==> src/rtl/click_decoder.sv <==
// Counts button presses that fall within a GAP-cycle window of each other
// and reports completed single/double/triple sequences as one-cycle pulses.
module click_decoder #(
   parameter int GAP   = 25000000,
   parameter int CNT_W = 25
) (
   input  logic       clk,
   input  logic       rst,
   input  logic       press,
   output logic       click1,
   output logic       click2,
   output logic       click3,
   output logic       busy,
   output logic [1:0] last_count
);

   typedef enum logic [1:0] {
      IDLE = 2'd0,
      WAIT = 2'd1,
      EMIT = 2'd2
   } state_t;

   localparam logic [CNT_W-1:0] TMR_LAST = CNT_W'(GAP - 1);

   state_t           state_q, state_d;
   logic [1:0]       cnt_q, cnt_d;
   logic [CNT_W-1:0] tmr_q, tmr_d;
   logic             report_s;
   logic [1:0]       report_cnt_s;
   logic             click1_q, click2_q, click3_q;
   logic             busy_q;
   logic [1:0]       last_count_q;

   // Next-state logic; a press landing on the closing edge of the window
   // reports the old sequence and opens a new one in the same cycle.
   always_comb begin
      state_d      = state_q;
      cnt_d        = cnt_q;
      tmr_d        = tmr_q;
      report_s     = 1'b0;
      report_cnt_s = cnt_q;
      case (state_q)
         IDLE: begin
            if (press) begin
               state_d = WAIT;
               cnt_d   = 2'd1;
               tmr_d   = {CNT_W{1'b0}};
            end else begin
               state_d = IDLE;
            end
         end
         WAIT: begin
            if (tmr_q >= TMR_LAST) begin
               report_s     = 1'b1;
               report_cnt_s = cnt_q;
               if (press) begin
                  state_d = WAIT;
                  cnt_d   = 2'd1;
                  tmr_d   = {CNT_W{1'b0}};
               end else begin
                  state_d = EMIT;
               end
            end else if (press) begin
               if (cnt_q >= 2'd2) begin
                  state_d      = EMIT;
                  cnt_d        = 2'd3;
                  report_s     = 1'b1;
                  report_cnt_s = 2'd3;
               end else begin
                  cnt_d = cnt_q + 2'd1;
                  tmr_d = {CNT_W{1'b0}};
               end
            end else begin
               tmr_d = tmr_q + CNT_W'(1);
            end
         end
         EMIT: begin
            if (press) begin
               state_d = WAIT;
               cnt_d   = 2'd1;
               tmr_d   = {CNT_W{1'b0}};
            end else begin
               state_d = IDLE;
               cnt_d   = 2'd0;
               tmr_d   = {CNT_W{1'b0}};
            end
         end
         default: begin
            state_d = IDLE;
            cnt_d   = 2'd0;
            tmr_d   = {CNT_W{1'b0}};
         end
      endcase
   end

   // State and registered Moore outputs.
   always_ff @(posedge clk or posedge rst) begin
      if (rst) begin
         state_q      <= IDLE;
         cnt_q        <= 2'd0;
         tmr_q        <= {CNT_W{1'b0}};
         click1_q     <= 1'b0;
         click2_q     <= 1'b0;
         click3_q     <= 1'b0;
         busy_q       <= 1'b0;
         last_count_q <= 2'd0;
      end else begin
         state_q  <= state_d;
         cnt_q    <= cnt_d;
         tmr_q    <= tmr_d;
         click1_q <= report_s && (report_cnt_s == 2'd1);
         click2_q <= report_s && (report_cnt_s == 2'd2);
         click3_q <= report_s && (report_cnt_s == 2'd3);
         busy_q   <= (state_d != IDLE);
         if (report_s) begin
            last_count_q <= report_cnt_s;
         end else begin
            last_count_q <= last_count_q;
         end
      end
   end

   assign click1     = click1_q;
   assign click2     = click2_q;
   assign click3     = click3_q;
   assign busy       = busy_q;
   assign last_count = last_count_q;

endmodule

==> config.mk <==
export PLATFORM = sky130hd
export DESIGN_NAME = click_decoder
export DESIGN_NICKNAME = d
export VERILOG_FILES = /design/src/rtl/click_decoder.sv
export SDC_FILE = /design/constraint.sdc
export NUM_CORES = 1
export LEC_CHECK = 0
export ABC_AREA = 1
export CORE_MARGIN = 1.5
export CORE_UTILIZATION = 43
export CTS_CLUSTER_DIAMETER = 40
export DETAILED_ROUTE_END_ITERATION = 10
export PLACE_DENSITY_LB_ADDON = 0.15
export SLEW_MARGIN = 20
export SYNTH_ARGS = -nofsm -noshare
export SYNTH_HDL_FRONTEND = slang
export SYNTH_SLANG_ARGS = --single-unit
==> constraint.sdc <==
create_clock -name clk -period 4.15 [get_ports clk]
set_input_delay 1.0375 -clock clk [delete_from_list [all_inputs] [get_ports clk]]
set_output_delay 1.0375 -clock clk [all_outputs]
set_load 0.03 [all_outputs]
==> metrics.yaml, run 1 <==
rsz0062_at_grt: "no"
vias: 2935
gr-total-overflow: 0
synth_common_cells: "nand2_1 (170), nand3_1 (78), nor2_1 (45)"
power_density_nw_per_um2: 334
vias_per_cell: 5.42
drive_above_1_share_pct: 5.38
post-route-min-period_ns: 2.71
start_util_pct: 44.3
leakagePower_nw: 1.40
wl_per_cell_microns: 14.5
drcViolationCount: 0
highest_layer: "met4"
clockBufferDepth: 2
min-delay-path-class: "reg -> reg"
finalClockSkew_ns: 0.00476
min_from: "last_count[0]"
syn-num-nets: 468
clkSlewWorstSetupHoldPaths_ns: 0.08
crit_path_start: "press"
synth.most_common_cell: "nand2_1"
fmax_mhz: 369
maxSlewViolCount: 0
cts-resized-gates: 0
tightest_slew_ns: 1.09
hold_violations: 0
fin_crit_sh_pct: 65.3
firstDrtPassIters: 4
finalPower_w: 0.000997
grt_pass1_vias: 2810
yosys_warnings: 0
synth_area_leaders: "dfrtp_1 (31%), nand2_1 (23%), nand3_1 (14%)"
grtUsageTotal_pct: 23.8
core_area_sq_um: 6350
ir_drop_v: 0.000499
cp_max_fo: 32
cts_max_level: 2
synth_top_area_share_pct: 31.2
dr_wl_met2_microns: 3530
syn-cell-area_sq_um: 2810
drv_cap: 0
worst_setup_path_start_kind: "primary input"
slew-limit-headroom_pct: 27.0
r2r_start: "tmr_q[0]"
synth_top_cell_by_area: "dfrtp_1"
die_area_sq_um: 7030
grt_pass1_wl_microns: 13600
clk_latency_ns: 0.28
cp.required_ns: 4.38
grt_max_degree: 36
design_area_sq_um: 2980
postSynthAreaPerCell_sq_um: 6.06
postRouteAntennaNets: 0
cts_tree: "done"
drtIter0Drc: 232
fin_ws_ns: 1.44
gp_congestion: 0.947
antenna_found_initial: 0
rows: 29
post-place-ws_ns: 1.16
die_w_microns: 83.8
crit_type: "in -> reg"
outcome: "finished, final reports clean"
fp.dieH_microns: 83.8
setup_violations: 0
top_level_ports: 9
cts.sinks: 35
post_cts_buffers: 0
synth_flop_cell: "dfrtp_1"
yosysSeqAreaShare_pct: 31.2
dp_hpwl_microns: 5400
ys_seq_elements: 35
diodes: 0
portBuffers: 8
wirelength_microns: 7860
ys_types: 25
async_flop_share_pct: 100
synth_edf_count: 0
cts-hold-fix-buffers: 0
fillers: 695
worst_ep_arrival_time_ns: 2.94
netlist_instances: 464
dr_wl_met3_microns: 362
cp-end-kind: "flop"
clockRootBuffer: "clkbuf_8"
hold_slack_ns: 0.492
nNetsFinal: 468
placed_cell_area_sq_um: 2900
cts_buffers: 5
wl_met1_microns: 3860
tns_ns: 0
areaGrowthSynthToFinish_pct: 6.19
## power breakdown
| part | switching [W] | internal [W] |
|---|---|---|
| Clock | 0.000131 | 0.000118 |
| Sequential | 0.0000403 | 0.000380 |
| Combinational | 0.000232 | 0.0000957 |
| Total | 0.000403 | 0.000594 |
## layer usage
layer	GRT usage, %	vias up
met4	7.75	0
met5	0	-
li1	-	1490
met3	3.66	8
met2	37.1	59
met1	33.9	1378
## per-stage QoR
stage	utilization, %	instances
6_report	47.0	542
3_3_place_gp	45.7	534
4_1_cts	47.0	542
3_5_place_dp	45.7	534
5_1_grt	47.0	542
2_1_floorplan	-	464
## layout by cell type (no fill, tap or decap)
| cell | netlist | final |
|---|---|---|
| inv_6 | 1 | 1 |
| nand2_1 | 170 | 170 |
| ha_1 | 1 | 1 |
| inv_1 | 43 | 43 |
| o21ai_0 | 34 | 34 |
| nor3_4 | 1 | 1 |
| clkbuf_8 | 0 | 5 |
| clkbuf_1 | 8 | 2 |
| buf_4 | 2 | 3 |
| nor2_4 | 1 | 1 |
| clkdlybuf4s50_1 | 0 | 8 |
| o21ai_1 | 2 | 2 |
| clkinv_2 | 0 | 1 |
| nand4_1 | 10 | 10 |
| nor2_1 | 45 | 44 |
| nand2_2 | 4 | 4 |
| nor3_1 | 9 | 9 |
| nor2_2 | 3 | 4 |
| nand3_1 | 78 | 78 |
| a21oi_1 | 2 | 2 |
| nand3_4 | 2 | 2 |
| xor2_1 | 2 | 2 |
| dfrtp_1 | 35 | 35 |
| inv_2 | 2 | 2 |
| a21oi_4 | 1 | 1 |
## registers in the layout (all words and copies together) (netlist names)
register,count
busy,1
click1,1
tmr_q,25
state_q,2
cnt_q,2
click2,1
click3,1
last_count,2
## area by class of cell
class	instances	area [sq um]	area share (%)
Clock buffer	7	76.3	2.56
Clock inverter	1	5.00	0.168
Inverter	46	178	5.95
Multi-Input combinational cell	365	1650	55.3
Sequential cell	35	876	29.4
Tap cell	77	96.3	3.23
Timing Repair Buffer	11	103	3.44
## cells by family (layout without fill, tap and decap cells)
family / after synthesis / count (layout) / share of synthesized area, %
fa+ha+maj: 1 / 1 / 0.445
flops: 35 / 35 / 31.2
xor+xnor: 2 / 2 / 0.623
simple gates: 323 / 323 / 50.2
compound gates: 39 / 39 / 7.35
buf+inv: 64 / 65 / 10.2
## final timing paths
kind | to | slack (ns) | cells after the start
max reg2reg | tmr_q[17] | 1.56 | 12
max | tmr_q[17] | 1.44 | 6
min in group asynchronous | tmr_q[19] | 1.16 | 3
min reg2reg | last_count[0] | 0.49 | 2
max in group asynchronous | tmr_q[6] | 2.66 | 3
min | last_count[0] | 0.49 | 2
## worst max-delay path, stage by stage
cell and delay [ns]:
clkdlybuf4s50_1 0.41, inv_1 0.80, nand2_1 0.19, nand2_2 0.31, nand2_1 0.10, nand2_1 0.08
Power figures use the tool's default switching activity.
==> run 2: changes to the inputs <==
==> constraint.sdc (replaced) <==
create_clock -name clk -period 2.65 [get_ports clk]
set_input_delay 0.6625 -clock clk [delete_from_list [all_inputs] [get_ports clk]]
set_output_delay 0.6625 -clock clk [all_outputs]
set_load 0.03 [all_outputs]
==> run 2 against run 1 <==
Total power increased by 61%. Clock skew increased by 0.0012 ns. Die area unchanged. Flip-flop and latch count unchanged. Worst setup slack got worse by 1.1 ns. Clock-buffer cell count decreased by 1. Critical path type is now reg -> reg.
==> metrics.yaml, run 2 (synthesized netlist as in run 1, its figures left out) <==
cts.sinks: 35  # unchanged
largest_reg_flops: 25  # unchanged
postRouteAntennaNets: 0  # unchanged
portBuffers: 8  # unchanged
cp_max_fo: 26  # -19%
wl_per_cell_microns: 14.5  # -0.24%
cts_buffers: 5  # unchanged
gp_congestion: 0.931  # -1.6%
cpMostUsedCell: "nand2_1"
slew-limit-headroom_pct: 61.3  # +34 points
crit_slowest_cell: "dfrtp_1"
outcome: "finished, final reports clean"
fin_crit_sh_pct: 87.9
cts-resized-gates: 0  # unchanged
power_density_nw_per_um2: 532  # +59%
drv_cap: 0  # unchanged
clk_latency_ns: 0.29  # about the same
min-delay-path-class: "reg -> reg"
clockRootBuffer: "clkbuf_8"
drcViolationCount: 0  # unchanged
p_sw_w: 0.000641  # +59%
post-place-ws_ns: 0.345  # -0.814 ns
post_cts_buffers: 0  # unchanged
crit_family: "simple AND/OR/NAND/NOR gates"
leakagePower_nw: 1.42  # +1.4%
tns_ns: 0  # unchanged
grt_use_met3_pct: 4.85  # +1.2 points
maxSlewViolCount: 0  # unchanged
hold_slack_ns: 0.482  # -0.00969 ns
top_register: "tmr_q"
firstDrtPassIters: 5  # +1
die_w_microns: 83.8  # unchanged
multi_input_area_sq_um: 1650  # unchanged
hold_violations: 0  # unchanged
crit_type: "reg -> reg"
cts_tree: "done"
seq_area_sq_um: 876  # unchanged
vias: 2989  # +1.8%
grt.busiest_layer: "met2"
placed_cell_area_sq_um: 2930  # +0.78%
post-route-min-period_ns: 2.33
cp-end-kind: "flop"
rsz0062_at_grt: "no"
gr-total-overflow: 0  # unchanged
tightest_slew_ns: 0.579  # -0.515 ns
rows: 29  # unchanged
fin_ws_ns: 0.321  # -1.12 ns
top_level_ports: 9  # unchanged
use_met2_pct: 36.0  # -1.1 points
clkSlewWorstSetupHoldPaths_ns: 0.08  # about the same
cp.required_ns: 2.88  # -1.50 ns
wirelength_microns: 7870  # +0.13%
p_int_w: 0.000961  # +62%
layout_common_cells: "nand2_1 (170), nand3_1 (78), nor2_1 (44)"
layout_commonest_cell: "nand2_1"
grt_pass1_wl_microns: 13400  # -1.4%
nNetsFinal: 471  # +0.64%
design_area_sq_um: 3010  # +0.96%
dp_hpwl_microns: 5560  # +2.9%
seqPwrFrac_pct: 41.1  # -1.1 points
grtUsageTotal_pct: 23.4  # -0.40 points
areaGrowthSynthToFinish_pct: 7.21
cts-hold-fix-buffers: 0  # unchanged
clockBufferDepth: 2  # unchanged
finalClockSkew_ns: 0.00591  # +0.00115 ns
grt_pass1_vias: 2765  # -1.6%
power_frac_clock_pct: 25.4  # +0.4 points
switching_share_pct: 40.0  # -0.43 points
antenna_found_initial: 0  # unchanged
vias_per_cell: 5.49  # +1.5%
crit_chain: "ha_1 -> nand2_1 -> nor2_4 -> nand2_1 -> nor2_1 -> nand2_1 -> nand3_4 -> inv_6 -> nand3_4 -> nand2_2 -> nand2_1 -> nand2_1"
cts_max_level: 2  # unchanged
worst_ep_arrival_time_ns: 2.56  # -0.38 ns
fp.dieH_microns: 83.8  # unchanged
fillers: 659  # -5.2%
drtIter0Drc: 219  # -5.6%
start_util_pct: 44.3  # unchanged
p_comb_share_pct: 33.5  # +0.6 points
worstPathBufferInverterCount: 1  # -1
setup_violations: 0  # unchanged
crit_cells: 12  # +6
hold_path_depth: 2  # unchanged
drive_above_1_share_pct: 6.21  # +0.83 points
reg2reg_depth: 12  # unchanged
worst_setup_path_start_kind: "flop"
fmax_mhz: 429
use_met1_pct: 32.9  # -1.1 points
core_area_sq_um: 6350  # unchanged
die_area_sq_um: 7030  # unchanged
ir_drop_v: 0.000574  # +15%
slowest_delay_ns: 0.44  # -0.36 ns
diodes: 0  # unchanged
grt_max_degree: 36  # unchanged
## run 2: cell count changes in the layout (fill, tap and decap cells not counted)
cell / delta
buf_4: +3
clkbuf_1: -2
clkbuf_8: +1
## run 2: routing by layer
layer	vias to the layer above	share of wire (%)
li1	1495	-
met2	95	44
met4	0	1.5
met5	-	0
met3	10	5.6
met1	1389	49
## run 2: power by group through the flow
| stage | Sequential [W] | Combinational [W] | Clock [W] |
|---|---|---|---|
| 2_1_floorplan | 0.000689 | 0.000348 | 0 |
| 3_3_place_gp | 0.000665 | 0.000533 | 0 |
| 3_5_place_dp | 0.000669 | 0.000535 | 0 |
| 4_1_cts | 0.000658 | 0.000537 | 0.000417 |
| 5_1_grt | 0.000672 | 0.000595 | 0.000434 |
| 6_report | 0.000659 | 0.000537 | 0.000406 |
## run 2: path summary, 6_finish.rpt
check | startpoint | end | slack, ns
worst max register to register | tmr_q[0] | tmr_q[21] | 0.32
max in group asynchronous | rst | tmr_q[6] | 1.56
min in group asynchronous | rst | tmr_q[19] | 0.77
worst min-delay path | last_count[0] | last_count[0] | 0.48
worst min register to register | last_count[0] | last_count[0] | 0.48
worst max-delay path | tmr_q[0] | tmr_q[21] | 0.32
## run 2: worst register-to-register path, delay by kind of cell (launching register included)
family        cells  cell delay (ns)
fa+ha+maj         1             0.29
buf+inv           1             0.29
flops             1             0.44
simple gates     10             1.25
## run 2: area by class of cell
type                    count  area share, %
clock buffers               6           2.74
well taps                  77           3.20
repair buffers             14           4.15
inverters                  46           5.90
multi-input cells         365           54.8
flip-flops and latches     35           29.1
clock inverters             1          0.166
## run 2: metrics by stage
| stage | power [W] | std cells | util [%] |
|---|---|---|---|
| after CTS | 0.00161 | 544 | 47.4 |
| after global placement | 0.00120 | 537 | 46.1 |
| final | 0.00160 | 544 | 47.4 |
| after detailed placement | 0.00120 | 537 | 46.1 |
| after global routing | 0.00170 | 544 | 47.4 |
| after floorplan | 0.00104 | 464 | - |
==> RTL change 1, RTL diff (config.mk and constraints of run 2) <==
Set the parameter `CNT_W` to 21 (it was 25).
--- a/src/rtl/click_decoder.sv
+++ b/src/rtl/click_decoder.sv
@@ -3,5 +3,5 @@
 module click_decoder #(
    parameter int GAP   = 25000000,
-   parameter int CNT_W = 25
+   parameter int CNT_W = 21
 ) (
    input  logic       clk,
Behaviour: no difference found for any inputs over 10 cycles, from zero or initial values and one cycle with rst high; that may be too few to reach the edited logic, so the function may still have changed.
==> RTL change 1 against run 2 <==
  * Sequential power fell by 12%
  * Total power decreased by 9.4%
  * Sequential cell count decreased by 4
  * Setup slack better by 0.053 ns
  * Non-clock buffer count down 1
  * Global-route usage fell by 0.96 points
  * Routed wire length shrank 22%
  * Final area decreased by 15%
  * Die area fell by 16%
  * Area after synthesis is 17% lower
  * Critical path depth unchanged
  * Cell count down 19%
==> RTL change 1: results (changes against run 2) <==
| Metric | Value |
|---|---|
| Status | finished clean (unchanged) |
| Static Leak | 1.17 nW (was 1.42 nW) |
| Worst stage delay on the critical path | 0.46 ns (was 0.44 ns) |
| GPL Wtd Cong | 0.962 (was 0.931) |
| Worst r2r src | tmr_q[1] (was tmr_q[0]) |
| Clock buffers | 8 (was 6) |
| CP max FO | 24 (was 26) |
| Fill count | 535 (was 659) |
| Multi-input combinational area share | 52.2% (was 54.8%) |
| Worst-Margin Slew | 0.697 ns (was 0.579 ns) |
| Layout buffering overhead excluding clock cells | 4.61% (was 4.15%) |
| Via count | 2260 (was 2989) |
| Max reg flops | 21 (was 25) |
| TritonRoute pass-1 iters | 4 (was 5) |
| Hpwl dp | 4360 µm (was 5560 µm) |
| Register area share after synthesis | 33.2% (was 31.2%) |
| Met3 Use GR | 3.57% (was 4.85%) |
| Vias in the first global route | 2163 (was 2765) |
| Synth cell count leaders | 119 x nand2_1, 58 x nand3_1, 37 x nor2_1, 32 x inv_1, 31 x dfrtp_1 (was 170 x nand2_1, 78 x nand3_1, 45 x nor2_1, 43 x inv_1, 35 x dfrtp_1) |
| Post-synth cell types | 29 (was 25) |
| Met1 usage | 29.5% (was 32.9%) |
| Largest net degree at the start of global routing | 32 (was 36) |
| DP Area | 2450 µm² (was 2930 µm²) |
| Placement Setup Slack | 0.379 ns (was 0.345 ns) |
| Top area cells in the synthesized netlist | dfrtp_1 33%, nand2_1 19%, nand3_1 12% (was dfrtp_1 31%, nand2_1 23%, nand3_1 14%) |
| Syn Nets | 366 (was 468) |
| Dpl cells | 430 (was 537) |
| Multi-input gates | 280 (was 365) |
| Final wirelength | 6120 µm (was 7870 µm) |
| R2r endpoint | tmr_q[6] (was tmr_q[21]) |
| Setup Skew | 0.00440 ns (was 0.00591 ns) |
==> RTL change 1: worst max path at each step <==
stage | startpoint | end | slack (ns)
2_1_floorplan | tmr_q[1] | tmr_q[7] | 0.94
3_3_place_gp | tmr_q[1] | tmr_q[19] | 0.40
3_5_place_dp | tmr_q[1] | tmr_q[7] | 0.38
4_1_cts | tmr_q[1] | tmr_q[6] | 0.36
5_1_grt | tmr_q[1] | tmr_q[19] | 0.17
6_report | tmr_q[1] | tmr_q[6] | 0.37
==> RTL change 1: power by group through the flow <==
stage | registers [mW] | clock network (mW) | logic [mW]
CTS | 0.578 | 0.443 | 0.447
global route | 0.586 | 0.461 | 0.499
floorplan | 0.619 | 0 | 0.271
detailed placement | 0.586 | 0 | 0.444
global placement | 0.585 | 0 | 0.443
finish | 0.579 | 0.426 | 0.445
==> RTL change 1: routing by layer <==
metal	vias to the layer above	share of wire [%]
li1	1169	-
met1	1038	48
met2	40	47
met3	13	2.7
met4	0	2.2
met5	-	0
==> RTL change 2, RTL diff (flow settings as in run 2) <==
Made on the original files. Encoding of `state_t`: now one-hot (3 bits for 3 states).
--- a/src/rtl/click_decoder.sv
+++ b/src/rtl/click_decoder.sv
@@ -15,8 +15,8 @@
 );
 
-   typedef enum logic [1:0] {
-      IDLE = 2'd0,
-      WAIT = 2'd1,
-      EMIT = 2'd2
+   typedef enum logic [2:0] {
+      IDLE = 3'b001,
+      WAIT = 3'b010,
+      EMIT = 3'b100
    } state_t;
 
Behaviour: no difference found for any inputs over 10 cycles, from zero or initial values and one cycle with rst high; not proved beyond that.
==> RTL change 2 against run 2 <==
  * Area after synthesis decreased by 4.6%
  * Cell count decreased by 8.1%
  * Critical path depth decreased by 1
  * Clock power increased by 23%
  * Final area decreased by 3.8%
  * Critical endpoint is now tmr_q[4]
  * Fmax increased by 12%
  * Non-clock buffer count unchanged
  * Total power decreased by 12%
  * Sequential cell count increased by 1
  * Setup slack improved by 0.25 ns
  * Routed wire length decreased by 14%
==> RTL change 2: results (changes against run 2) <==
| Metric | Value |
|---|---|
| Status | finished clean (unchanged) |
| Switching share of power | 32.8% (was 40.0%) |
| Int Pwr | 0.943 mW (was 0.961 mW) |
| Max VDD drop | 0.223 mV (was 0.574 mV) |
| Placement Setup Slack | 0.435 ns (was 0.345 ns) |
| WP data arrival | 2.26 ns (was 2.56 ns) |
| GR Util All Layers | 22.6% (was 23.4%) |
| M1 WL | 3310 µm (was 3830 µm) |
| Largest net degree at the start of global routing | 37 (was 36) |
| Layout cells sized above 1 | 7.29% (was 6.21%) |
| Met3 Use GR | 3.56% (was 4.85%) |
| First-pass GRT wire length | 11500 µm (was 13400 µm) |
| Met3 WL | 373 µm (was 437 µm) |
| Top area cells in the synthesized netlist | dfrtp_1 33%, nand2_1 20%, nand3_1 13% (was dfrtp_1 31%, nand2_1 23%, nand3_1 14%) |
| Syn Nets | 422 (was 468) |
| DRT iter0 DRCs | 214 (was 219) |
| Nets | 428 (was 471) |
| Clock buffer count from CTS | 5 (unchanged) |
| DP Area | 2790 µm² (was 2930 µm²) |
| Synth cell count leaders | 141 x nand2_1, 72 x nand3_1, 44 x inv_1, 38 x nor2_1, 35 x dfrtp_1 (was 170 x nand2_1, 78 x nand3_1, 45 x nor2_1, 43 x inv_1, 35 x dfrtp_1) |
| Synth async-reset ratio | 100% (unchanged) |
| Static Leak | 1.43 nW (was 1.42 nW) |
| R2R cell count | 11 (was 12) |
| Met2 Use GR | 34.3% (was 36.0%) |
| Register area share after synthesis | 33.6% (was 31.2%) |
| Met1 usage | 33.2% (was 32.9%) |
| TritonRoute pass-1 iters | 4 (was 5) |
| Post-synth cell types | 37 (was 25) |
| Fill count | 613 (was 659) |
| Met2 wire length | 2960 µm (was 3490 µm) |
| Clock power share | 35.5% (was 25.4%) |
| Vias in the first global route | 2334 (was 2765) |
| Setup Skew | 0.00619 ns (was 0.00591 ns) |
| WHS | 0.481 ns (was 0.482 ns) |
| R2r endpoint | tmr_q[4] (was tmr_q[21]) |
| Comb pwr | 0.289 mW (was 0.537 mW) |
| Dpl cells | 492 (was 537) |
| Final wirelength | 6750 µm (was 7870 µm) |
| Post-Syn Area per Cell | 6.41 µm² (was 6.06 µm²) |
RTL change 2: cell types whose count changed after synthesis, sizes merged, moves of 3 or more:
cell          run 2  this run
nand3            80        74
nor2             49        41
o21ai            36        31
nand4            10         4
a21oi             3         6
nand2           174       145
RTL change 2: worst max path at each step:
| stage | start | cells past startpoint | slack (ns) | endpoint |
|---|---|---|---|---|
| 2_1_floorplan | tmr_q[0] | 12 | 0.92 | last_count[0] |
| 3_3_place_gp | press | 8 | 0.47 | tmr_q[7] |
| 3_5_place_dp | press | 8 | 0.44 | tmr_q[18] |
| 4_1_cts | tmr_q[0] | 11 | 0.55 | tmr_q[4] |
| 5_1_grt | tmr_q[0] | 11 | 0.35 | tmr_q[0] |
| 6_report | tmr_q[0] | 11 | 0.57 | tmr_q[4] |
RTL change 2: critical path: cells and delay by family, from the launching register on:
kind	cells	cell delay, ns
simple gates	7	0.65
buf+inv	2	0.47
flops	1	0.43
fa+ha+maj	1	0.25
compound gates	1	0.17
RTL change 2: layout make-up:
| cell class | count | area, µm² | area share [%] |
|---|---|---|---|
| clock buffers | 5 | 68.8 | 2.37 |
| clock inverters | 3 | 42.5 | 1.47 |
| inverters | 48 | 181 | 6.26 |
| repair buffers | 14 | 125 | 4.32 |
| well taps | 75 | 93.8 | 3.24 |
| multi-input cells | 319 | 1480 | 51.2 |
| flip-flops and latches | 36 | 902 | 31.1 |
RTL change 2: logic make-up after synthesis:
group / synth area share [%]
AOI/OAI and AO/OA: 8.59
buffers and inverters: 11.0
adders and majority gates: 0.467
and+or+nand+nor: 45.6
xor gates and xnor gates: 0.653
DFF: 33.6
